### config.mk
export PLATFORM = sky130hd
export DESIGN_NAME = conv_window_gen_flat
export DESIGN_NICKNAME = d
export VERILOG_FILES = /design/src/rtl/conv_window_gen_pkg.sv /design/src/rtl/conv_window_gen_if.sv /design/src/rtl/conv_window_gen_line_buf.sv /design/src/rtl/conv_window_gen.sv /design/src/flat_wrapper.sv
export SDC_FILE = /design/constraint.sdc
export NUM_CORES = 1
export LEC_CHECK = 0
export CAP_MARGIN = 0
export CORE_AREA = 2 2 270 272
export CTS_BUF_LIST = sky130_fd_sc_hd__clkbuf_4
export DETAILED_ROUTE_END_ITERATION = 10
export DIE_AREA = 0 0 272 274
export GPL_TIMING_DRIVEN = 1
export PLACE_DENSITY = 0.76
export SLEW_MARGIN = 30
export SYNTH_ARGS = -nofsm -noshare
export SYNTH_HDL_FRONTEND = slang
export SYNTH_SLANG_ARGS = --single-unit
### constraint.sdc
create_clock -name clk -period 4.1 [get_ports clk]
set_input_delay 0.615 -clock clk [delete_from_list [all_inputs] [get_ports clk]]
set_output_delay 0.615 -clock clk [all_outputs]
set_load 0.005 [all_outputs]
### src/rtl/conv_window_gen_pkg.sv
// conv_pkg: shared types and default dimensions for the 3x3 convolution
// datapath (window generator and FP16 kernel).
//   fp16_t    - opaque FP16 bit pattern
//   win3x3_t  - 9-lane window, index = 3*r + c (0 = top-left)
//   win_idx() - maps (row, col) of the window to its lane index
package conv_pkg;

    typedef logic [15:0] fp16_t;
    typedef fp16_t [8:0] win3x3_t;

    localparam int unsigned IMG_W_DEF  = 28;
    localparam int unsigned IMG_H_DEF  = 28;
    localparam int unsigned DATA_W_DEF = 16;
    localparam int unsigned WIN_TAPS   = 9;

    function automatic logic [3:0] win_idx(input int unsigned r, input int unsigned c);
        return 4'(3 * r + c);
    endfunction

endpackage

### src/rtl/conv_window_gen_if.sv
// conv_window_gen_if: pixel stream in, 3x3 window stream out.
//   in_valid/in_data     - raster-order pixel stream (no backpressure)
//   out_valid/out_window - window strobe and 9-lane window (index 3*r + c)
//   frame_done           - pulse with the last window of a frame
// master = pixel source / window sink, slave = window generator.
interface conv_window_gen_if
    import conv_pkg::*;
#(
    parameter int unsigned DATA_W = DATA_W_DEF
);

    logic                               in_valid;
    logic [DATA_W-1:0]                  in_data;
    logic                               out_valid;
    logic [WIN_TAPS-1:0][DATA_W-1:0]    out_window;
    logic                               frame_done;

    modport master (
        output in_valid,
        output in_data,
        input  out_valid,
        input  out_window,
        input  frame_done
    );

    modport slave (
        input  in_valid,
        input  in_data,
        output out_valid,
        output out_window,
        output frame_done
    );

endinterface

### src/rtl/conv_window_gen_line_buf.sv
// conv_line_buf: row delay of depth DEPTH, read-before-write at one address.
//   clk   - clock
//   we    - write enable
//   addr  - column address (read and write share it)
//   wdata - value stored at addr on the rising edge
//   rdata - current contents at addr (combinational, i.e. the old value)
// Storage is not reset: every entry is rewritten before it is consumed.
module conv_line_buf #(
    parameter int unsigned DEPTH = 28,
    parameter int unsigned WIDTH = 32,
    parameter int unsigned AW    = (DEPTH > 1) ? $clog2(DEPTH) : 1
) (
    input  logic             clk,
    input  logic             we,
    input  logic [AW-1:0]    addr,
    input  logic [WIDTH-1:0] wdata,
    output logic [WIDTH-1:0] rdata
);

    logic [WIDTH-1:0] mem [DEPTH];

    assign rdata = mem[addr];

    always_ff @(posedge clk) begin
        if (we) begin
            mem[addr] <= wdata;
        end
    end

endmodule

### src/rtl/conv_window_gen.sv
// conv_window_gen: streaming 3x3 sliding-window generator (stride 1, no pad).
//   clk   - clock, rising edge
//   rst_n - asynchronous active-low reset
//   clear - synchronous frame restart; same-cycle pixel becomes (0,0)
//   bus   - slave side of conv_window_gen_if (pixel in, window out)
// The two previous rows live in one line buffer of width 2*DATA_W holding
// {row y-1, row y-2} per column, so a single read/write per pixel moves
// both rows down by one.
module conv_window_gen
    import conv_pkg::*;
#(
    parameter int unsigned IMG_W  = IMG_W_DEF,
    parameter int unsigned IMG_H  = IMG_H_DEF,
    parameter int unsigned DATA_W = DATA_W_DEF
) (
    input  logic               clk,
    input  logic               rst_n,
    input  logic               clear,
    conv_window_gen_if.slave   bus
);

    localparam int unsigned CW = $clog2(IMG_W);
    localparam int unsigned RW = $clog2(IMG_H);

    logic [CW-1:0]                   col, col_eff;
    logic [RW-1:0]                   row, row_eff;
    logic                            last_col, last_row;
    logic [2*DATA_W-1:0]             lb_rd, lb_wr;
    logic [DATA_W-1:0]               rd_old, rd_new;
    logic [2:0][DATA_W-1:0]          new_col;
    logic [WIN_TAPS-1:0][DATA_W-1:0] win;
    logic                            valid_q, done_q;

    // clear takes effect before the same-cycle pixel is placed
    always_comb begin
        col_eff    = clear ? '0 : col;
        row_eff    = clear ? '0 : row;
        last_col   = (col_eff == CW'(IMG_W - 1));
        last_row   = (row_eff == RW'(IMG_H - 1));
        rd_old     = lb_rd[DATA_W-1:0];
        rd_new     = lb_rd[2*DATA_W-1:DATA_W];
        lb_wr      = {bus.in_data, rd_new};
        new_col[0] = rd_old;
        new_col[1] = rd_new;
        new_col[2] = bus.in_data;
    end

    conv_line_buf #(
        .DEPTH (IMG_W),
        .WIDTH (2 * DATA_W),
        .AW    (CW)
    ) u_line_buf (
        .clk   (clk),
        .we    (bus.in_valid),
        .addr  (col_eff),
        .wdata (lb_wr),
        .rdata (lb_rd)
    );

    always_ff @(posedge clk or negedge rst_n) begin
        if (!rst_n) begin
            col     <= '0;
            row     <= '0;
            win     <= '0;
            valid_q <= 1'b0;
            done_q  <= 1'b0;
        end else begin
            valid_q <= 1'b0;
            done_q  <= 1'b0;
            col     <= col_eff;
            row     <= row_eff;
            if (bus.in_valid) begin
                for (int unsigned r = 0; r < 3; r++) begin
                    for (int unsigned c = 0; c < 2; c++) begin
                        win[win_idx(r, c)] <= win[win_idx(r, c + 1)];
                    end
                    win[win_idx(r, 2)] <= new_col[r];
                end
                valid_q <= (row_eff >= RW'(2)) && (col_eff >= CW'(2));
                done_q  <= last_row && last_col;
                if (last_col) begin
                    col <= '0;
                    row <= last_row ? '0 : row_eff + RW'(1);
                end else begin
                    col <= col_eff + CW'(1);
                end
            end
        end
    end

    assign bus.out_valid  = valid_q;
    assign bus.out_window = win;
    assign bus.frame_done = done_q;

endmodule
### src/flat_wrapper.sv
// flat-port wrapper written by rule: the top's interface ports become plain ports
module conv_window_gen_flat import conv_pkg::*;
#(
    parameter int unsigned IMG_W  = IMG_W_DEF,
    parameter int unsigned IMG_H  = IMG_H_DEF,
    parameter int unsigned DATA_W = DATA_W_DEF
)
  (clk, rst_n, clear, bus_in_valid, bus_in_data, bus_out_valid, bus_out_window, bus_frame_done);
  conv_window_gen_if #(.DATA_W(DATA_W)) bus_i ();
  input  logic clk;
  input  logic rst_n;
  input  logic clear;
  input wire logic [$bits(bus_i.in_valid)-1:0] bus_in_valid;
  input wire logic [$bits(bus_i.in_data)-1:0] bus_in_data;
  output wire logic [$bits(bus_i.out_valid)-1:0] bus_out_valid;
  output wire logic [$bits(bus_i.out_window)-1:0] bus_out_window;
  output wire logic [$bits(bus_i.frame_done)-1:0] bus_frame_done;
  assign bus_i.in_valid = bus_in_valid;
  assign bus_i.in_data = bus_in_data;
  assign bus_out_valid = bus_i.out_valid;
  assign bus_out_window = bus_i.out_window;
  assign bus_frame_done = bus_i.frame_done;
  conv_window_gen #(.IMG_W(IMG_W), .IMG_H(IMG_H), .DATA_W(DATA_W)) u_core (.clk(clk), .rst_n(rst_n), .clear(clear), .bus(bus_i));
endmodule
======== After elaboration in Yosys (flattened, before gate mapping) ========
Memories as Yosys holds them, arrays and structs flattened.
Cells that the tools add are included.
word-level totals
  flip-flop bits (word level) ............. 156
  bits in writable memories ............... 896
  input port bits ......................... 20
  output and inout port bits .............. 146
  logic and storage cells ................. 33
  memories kept ........................... 1
memory list
  name                   depth  width  read ports  clocked after memory_dff  write ports  line                            RTL
  u_core.u_line_buf.mem  28     32     1           0                         1            conv_window_gen_line_buf.sv:20  logic [WIDTH-1:0] mem [DEPTH];
cells by class
  add/subtract/negate cells ............... 2
  $lt $le $gt $ge ......................... 2
  equal/unequal tests ..................... 2
  mux-type cells .......................... 11
  reduce and logical (&&, ||, !) cells .... 2
operator list
  kind                                                                number
  2-to-1 mux 5 bit                                                    7
  adder 5 x 1 -> 5 bit (second input constant)                        2
  == test 5 bit (second input constant)                               2
  greater-or-equal comparator 5 x 2 -> 1 bit (second input constant)  2
  2-to-1 mux 1 bit                                                    4
  logical AND 1 bit                                                   2

======== Longest topological paths before layout ========
Gate-level depths: netlist of the first run.
  word-level depth ........................ 5
  depth in mapped cells ................... 9
  gate-level depth less buffers ........... 8

======== By module ========
Synthesis of the first run repeated with hierarchy kept, for this count alone.
second synthesis, totals
  cell total of the unflattened synthesis .. 2050
  area, all modules ....................... 40368.7 um2
by module, submodules not included
  module           instances  cells an instance  area an instance (um2)  seq. area each (um2)
  conv_line_buf    1          1682               34398.0                 26905.8
  conv_window_gen  1          368                5970.7                  3903.7

======== Worst setup path after synthesis of the first run ========
Ideal clock, no wire load.
  path kind ............................... in2reg
  start point ............................. input port clear
  end point ............................... memory u_core.u_line_buf.mem[25][0], enable pin
  setup time .............................. 0.461 ns
  arrival ................................. 3.903 ns
  data required time ...................... 3.639 ns
  slack ................................... -0.264 ns
  stages .................................. 6
  path buffers ............................ 3
  path through ............................ nor2b_4 buf_2 buf_2 buf_1 nand3_1 nor3_1
on the way
  cells in the longest elaborated chain, start to end .. 1
ends and longest elaborated chain
  what                line                            RTL
  start: declaration  flat_wrapper.sv:12              input logic clear;
  2-to-1 mux 5 bit    conv_window_gen.sv:36           col_eff = clear ? '0 : col;
  end: declaration    conv_window_gen_line_buf.sv:20
No other way between the ends.

======== Worst setup path after layout of the first run ========
  start point ............................. register u_core.col[0]
  end point ............................... memory u_core.u_line_buf.mem[7][14] (data pin)
on the way
  cells in the longest elaborated chain, start to end .. 2
ends and longest elaborated chain
  what                      line                   RTL
  start: declaration        conv_window_gen.sv:25  logic [CW-1:0] col, col_eff;
  start signal: assignment  conv_window_gen.sv:70  col <= col_eff;
  start signal: assignment  conv_window_gen.sv:85  col <= col_eff + CW'(1);
  2-to-1 mux 5 bit          conv_window_gen.sv:36
  memory (28 x 32 bit)      --
  via u_core.lb_rd[30]      conv_window_gen.sv:28  logic [2*DATA_W-1:0] lb_rd, lb_wr;
The timed path passes the listed nets, and every way through them passes these cells.

==> results of run 1 <==
==> flip-flops by register name, summed over array words and instances, names as in the netlist <==
signal                 flops
u_core.bus.out_valid       1
u_core.bus.out_window    144
u_core.row                 5
u_core.bus.frame_done      1
u_core.col                 5
u_core.u_line_buf.mem    896
==> layer usage <==
layer  vias up  wire length, um
met2      1833            51600
met3       284            13200
met1     12300            38400
met5         -                0
met4         0             4310
li1      10500                -
==> worst register-to-register path, stage by stage, from the launching register on <==
cell	delay (ns)
dfrtp_4	0.46
buf_12	0.43
nand2b_1	0.61
buf_4	0.28
nor2_1	0.06
a21oi_1	0.26
o221ai_1	0.25
nand2_1	0.73
==> cell type report <==
class | instances | area [sq um]
Inverter | 8 | 35.0
Multi-Input combinational cell | 1147 | 9030
Antenna cell | 10 | 25.0
Clock buffer | 358 | 2690
Timing Repair Buffer | 281 | 2800
Sequential cell | 1052 | 30800
Fill cell | 4757 | 24900
Tap cell | 959 | 1200
Clock inverter | 93 | 487
==> final timing paths <==
path,startpoint,endpoint,slack [ns],cells after the start
setup / recovery,u_core.col[0],u_core.u_line_buf.mem[7][14],0.71,7
hold / removal,bus_in_data[3],u_core.u_line_buf.mem[22][19],0.02,1
setup reg to reg,u_core.col[0],u_core.u_line_buf.mem[7][14],0.71,7
hold reg to reg,u_core.bus.out_window[16],u_core.bus.out_window[0],0.50,1
max in group asynchronous,rst_n,u_core.bus.out_window[115],3.02,3
min in group asynchronous,rst_n,u_core.bus.out_window[4],0.16,2
==> synthesized netlist by cell type, types with 6 or more instances <==
master     count  area [sq um]
clkbuf_1      70           263
buf_1         13          48.8
nor3_1        18          90.1
o221ai_1      50           438
mux2i_1      212          2120
nand2_1      109           409
o21ai_0       36           180
nand2b_1      10          62.6
o211ai_1       7          52.6
a221oi_1     127          1110
a22oi_1       10          75.1
dfrtp_1      156          3900
buf_2         59           295
a31oi_1       18           113
o22ai_1       58           363
nand3_1       30           150
a211oi_1      43           323
nand4_1       12          75.1
buf_4         19           143
nor2_1        65           244
a2bb2oi_1      7          61.3
o221a_2        6          67.6
a21oi_1       92           460
nor2b_1        9          56.3
o21ai_1       17          85.1
edfxtp_1     896         26900
mux2_2       154          1730
==> power by group <==
group | internal, mW | switching [mW] | leakage, nW | total, mW
sequential | 12.2 | 0.282 | 9.90 | 12.5
clock | 4.21 | 4.03 | 1.88 | 8.24
combinational | 1.35 | 1.69 | 4.52 | 3.04
total | 17.8 | 6.00 | 16.3 | 23.8
==> cell families (layout without fill, tap and decap cells) <==
kind of cell / after synthesis / in the layout / synth area share [%]
other: 0 / 10 / 0
multiplexers: 370 / 370 / 9.66
flip-flops: 1052 / 1052 / 76.3
AO/OA/AOI/OAI: 495 / 495 / 8.82
buffers and inverters: 169 / 740 / 1.93
AND/OR/NAND/NOR: 278 / 278 / 3.18
adder cells (fa/ha/maj): 1 / 1 / 0.0310
XOR/XNOR: 3 / 3 / 0.0651
==> cells in the final DEF (no fill, tap or decap), drive strengths merged, types with 31 or more instances in the layout <==
master         count
a21oi             92
buf              120
nand3             31
o21ai             53
o221ai            50
o22ai             58
clkdlybuf4s50    150
edfxtp           896
mux2i            212
nand2            109
clkinv            82
clkbuf           360
a211oi            44
dfrtp            156
mux2             158
a221oi           127
nor2              66
==> timing repair <==
| action | in CTS | in global routing |
|---|---|---|
| hold endpoints to repair | 126 | 24 |
| setup buffers | 0 | 0 |
| setup endpoints to repair | 0 | 0 |
| hold buffers | 8 | 1 |
==> summary.txt, run 1 <==
Detailed routing
  • # DRC: 0
  • Total Wirelength: 107 mm
  • DR iter-0 viols: 3382
  • Final ANT Viol Nets: 1
  • DR vias/cell: 6.38
  • Drt wl/cell: 27.5 um
  • 1st-pass router iterations: 9
  • DR vias: 24900

STA
  • Final worst-path cycle share: 82.7%
  • PnR worst setup slack: 0.708 ns
  • RSZ-0062 raised after global routing: false
  • Tmin final: 3.39 ns
  • Rel. slew slack: 25.7%
  • Worst-Margin Slew: 1.10 ns
  • Max Slew Vio Count: 0
  • Skew final: 0.0879 ns
  • Hold_ws: 0.0233 ns
  • Setup TNS: 0 ns
  • FMAX: 295 MHz
  • Final Hold Vio Count: 0
  • Setup violators final: 0

Worst setup path
  • Critical Path Slowest Stage Cell: nand2_1
  • WP data required: 4.85 ns
  • Critical Path, Cell by Cell: buf_12 > nand2b_1 > buf_4 > nor2_1 > a21oi_1 > o221ai_1 > nand2_1
  • Top Family by Delay on Critical Path: simple AND/OR/NAND/NOR gates
  • CP startpoint kind: flop
  • Max FO, Critical Path: 84
  • Kind of critical path: flop to flop
  • Worst Path Arrival: 4.14 ns
  • Bufs and invs on worst path: 2
  • CP max stage delay: 0.73 ns
  • Critical Path Sink Type: flop

Floorplan
  • Die Y-Extent: 274 um
  • Initial Utilization: 56.1%
  • Die X: 272 um
  • Core ar.: 72000 sq um
  • Io pins: 166
  • Die area: 74500 sq um
  • Row cnt: 99

Clock tree
  • Worst-Skew Late Latency: 1.12 ns
  • # H-tree levels: 4
  • TritonCTS buffer count: 241
  • Max clock buf depth: 3
  • TritonCTS Sinks: 1052
  • Post-cts gate resize count: 0
  • CTS tree: yes
  • CTS clk-pin slew, worst paths: 0.07 ns
  • Clk Tree Root Cell: clkbuf_4

Final layout
  • Final Cell Area: 47100 sq um
  • Fin nets: 2752
  • Layout cells sized above 1: 24.1%
  • Cell Count, Final, Fillers Out: 3908
  • Post-layout util: 65.4%
  • Synth-to-layout area growth: 16.6%

Placed design
  • Pre-CTS WS: 0.648 ns
  • HPWL after DPL: 60.2 mm
  • Placed instance area: 43800 sq um
  • Placed cells: 3438
  • Port bufs: 165
  • GPL Wtd Cong: 0.850

Global routing
  • GRT Total Usage: 28.7%
  • Met3 usage: 7.11%
  • Met1 capacity usage during global routing: 37.4%
  • Global routing's busiest layer: met2
  • Number of global-route vias before repair: 24800
  • First-pass GRT wire length: 156 mm
  • Initial antenna violation count: 3
  • Pin count of the biggest net entering global routing: 117
  • Met2 usage: 46.1%
  • Grt ovf: 0

Synth
  • Post-synthesis sequential area ratio: 76.3%
  • Synth unique cells: 58
  • Avg Inst Size Synth: 17.0 sq um
  • Mapped cell area: 40400 sq um
  • Post-Syn Nets: 2389
  • EDFF count, synth: 896
  • Synthesized netlist cell count: 2368
  • Ys async rst share: 14.8%
  • Top FF cell, synth: edfxtp_1
  • Synth Register Bits: 1052
  • Yosys warnings: 0

Power
  • Total Power: 23.8 mW
  • Leak: 16.3 nW
  • VDD IR max: 0.000323 V
  • PD cells: 506 nW/um^2

Min path
  • Hold Path Class: input port to flop

Run
  • Max-cap violation count: 0

Outcome
  • Run status: finished with violations
  • Failing checks: antenna rules
Note: power is estimated with default switching activity, not from simulation.
==> run 2: changes to the inputs <==
- CORE_AREA: 2 2 270 272 -> 2 2 257 259
- DIE_AREA: 0 0 272 274 -> 0 0 259 261
- PLACE_DENSITY: 0.76 -> 0.79
- clock period: 4.1 -> 3.3 ns (I/O delays scaled with it)
==> run 2 against run 1 <==
  * The flow now finishes without violations
  * Final cell count decreased by 0.59%
  * Register-to-register slack worse by 0.54 ns
  * Sequential power up 25%
  * Global-route usage grew 4.3 points
  * Via count up 3.8%
  * Core utilization increased by 8.0 points
  * Critical endpoint is now u_core.bus.out_window[42]
==> summary.txt, run 2 (synthesis results as in run 1) <==
Worst setup path
  • Critical Path Sink Type: flop
  • Kind of critical path: flop to flop
  • WP data required: 4.23 ns (-0.62 ns)
  • Bufs and invs on worst path: 4 (+2)
  • CP startpoint kind: flop
  • Max FO, Critical Path: 32 (-62%)
  • Critical Path Slowest Stage Cell: dfrtp_4
  • Worst Path Arrival: 4.07 ns (-0.07 ns)
  • CP max stage delay: 0.58 ns (-0.15 ns)
  • Cell mode on critical path: buf_4
  • Worst reg2reg setup slack: 0.17 ns (-0.54 ns)
  • Critical Path, Cell by Cell: inv_2 > buf_4 > nor2_4 > buf_4 > nand2_1 > buf_4 > o221ai_1 > nor3_1 > a31oi_1
  • Top Family by Delay on Critical Path: simple AND/OR/NAND/NOR gates

Final layout
  • Number of flip-flops in the largest register: 896 (unchanged)
  • Layout cells sized above 1: 27.2% (+3.2 points)
  • Most common cell after layout, fill and taps aside: edfxtp_1
  • Most frequent cells in the layout: edfxtp_1, clkbuf_4, mux2i_1, clkdlybuf4s50_1
  • Cell Count, Final, Fillers Out: 3885 (-0.59%)
  • Final Cell Area: 47800 sq um (+1.4%)
  • Fin nets: 2844 (+3.3%)
  • Synth-to-layout area growth: 18.3%
  • Biggest register: u_core.u_line_buf.mem
  • Post-layout util: 73.4% (+8.0 points)

STA
  • PnR worst setup slack: 0.166 ns (-0.542 ns)
  • Rel. slew slack: 38.1% (+12 points)
  • Tmin final: 3.13 ns (-0.258 ns)
  • RSZ-0062 raised after global routing: false
  • Max Slew Vio Count: 0 (unchanged)
  • Hold_ws: 0.217 ns (+0.193 ns)
  • Worst-Margin Slew: 0.925 ns (-0.173 ns)
  • Final Hold Vio Count: 0 (unchanged)
  • Skew final: 0.144 ns (+0.0556 ns)
  • FMAX: 319 MHz (+8.2%)
  • Final worst-path cycle share: 95.0% (+12 points)
  • Setup TNS: 0 ns (unchanged)
  • Setup violators final: 0 (unchanged)

Power
  • Total Power: 30.7 mW (+29%)
  • Leak: 16.8 nW (+3.3%)
  • VDD IR max: 0.000429 V (+33%)
  • PD cells: 644 nW/um^2 (+27%)

Detailed routing
  • # DRC: 0 (unchanged)
  • DR vias/cell: 6.66 (+4.5%)
  • DR vias: 25900 (+3.8%)
  • Total Wirelength: 111 mm (+3.6%)
  • 1st-pass router iterations: 6 (-3)
  • Final ANT Viol Nets: 0 (-1)
  • Drt wl/cell: 28.7 um (+4.2%)
  • DR iter-0 viols: 3746 (+11%)

Clock tree
  • Post-CTS setup buffer count: 0 (unchanged)
  • Hold buffers post-CTS: 7 (-1)
  • # H-tree levels: 5 (+1)
  • CTS tree: yes
  • Worst-Skew Late Latency: 1.13 ns (about the same)
  • TritonCTS Sinks: 1052 (unchanged)
  • CTS clk-pin slew, worst paths: 0.07 ns (about the same)
  • Post-cts gate resize count: 0 (unchanged)
  • Clk Tree Root Cell: clkbuf_4
  • Max clock buf depth: 4 (+1)
  • TritonCTS buffer count: 277 (+15%)

Global routing
  • Pin count of the biggest net entering global routing: 76 (-35%)
  • Initial antenna violation count: 3 (unchanged)
  • Number of global-route vias before repair: 26100 (+5.4%)
  • Grt ovf: 0 (unchanged)
  • GRT Total Usage: 33.1% (+4.3 points)
  • First-pass GRT wire length: 162 mm (+3.9%)

Placed design
  • Pre-CTS WS: 0.101 ns (-0.547 ns)
  • Placed instance area: 44200 sq um (+0.77%)
  • Port bufs: 165 (unchanged)
  • GPL Wtd Cong: 0.883 (+3.9%)
  • HPWL after DPL: 64.4 mm (+7.0%)
  • Placed cells: 3396 (-1.2%)

Run
  • Max-cap violation count: 0 (unchanged)

Floorplan
  • Row cnt: 94 (-5.1%)
  • Die Y-Extent: 261 um (-4.7%)
  • Die area: 67600 sq um (-9.3%)
  • Io pins: 166 (unchanged)
  • Initial Utilization: 62.1% (+6.0 points)
  • Core ar.: 65000 sq um (-9.6%)
  • Die X: 259 um (-4.8%)

Min path
  • Hold Path Class: input port to flop

Outcome
  • Run status: complete, no violations
[run 2: changes by cell type in the layout (fill, tap and decap cells not counted), moves of 3 or more]
cell,previous run,this run
buf_2,13,8
clkdlybuf4s50_1,150,155
buf_4,82,132
clkinv_1,72,27
clkbuf_4,358,432
clkinv_2,8,4
inv_6,5,1
diode_2,10,7
buf_12,25,28
[run 2: worst register-to-register path: cells and delay by family, from the launching register on]
kind	cells	cell delay (ns)
and+or+nand+nor	3	1.13
buffers and inverters	4	0.95
DFF	1	0.58
AOI/OAI and AO/OA	2	0.35
[run 2: metal layers]
| metal | vias up | track usage [%] | share of wire (%) |
|---|---|---|---|
| li1 | 10600 | - | - |
| met1 | 12700 | 42.2 | 35 |
| met2 | 2118 | 51.2 | 47 |
| met3 | 396 | 9.96 | 13 |
| met4 | 0 | 18.7 | 5.3 |
| met5 | - | 0 | 0 |
[run 2: final cells by class]
| class | instances | area (sq um) |
|---|---|---|
| Clock inverter | 38 | 226 |
| Tap cell | 864 | 1080 |
| Timing Repair Buffer | 337 | 3300 |
| Multi-Input combinational cell | 1147 | 9040 |
| Clock buffer | 432 | 3240 |
| Antenna cell | 7 | 17.5 |
| Sequential cell | 1052 | 30800 |
| Fill cell | 3767 | 17300 |
| Inverter | 8 | 35.0 |
[run 2: final timing paths]
path,cells after the start,end,startpoint
setup / recovery,9,u_core.bus.out_window[42],u_core.col[1]
max in group asynchronous,4,u_core.bus.out_window[36],rst_n
min in group asynchronous,4,u_core.bus.out_window[13],rst_n
setup reg to reg,9,u_core.bus.out_window[42],u_core.col[1]
hold / removal,2,u_core.u_line_buf.mem[16][28],bus_in_data[12]
hold reg to reg,1,u_core.bus.out_window[96],u_core.bus.out_window[96]
[run 2: report_power, final]
group	leakage (nW)	switching, mW	internal [mW]	total (mW)
Clock	2.10	5.08	6.14	11.2
Combinational	4.83	2.19	1.75	3.94
Sequential	9.90	0.369	15.2	15.6
Total	16.8	7.63	23.1	30.7
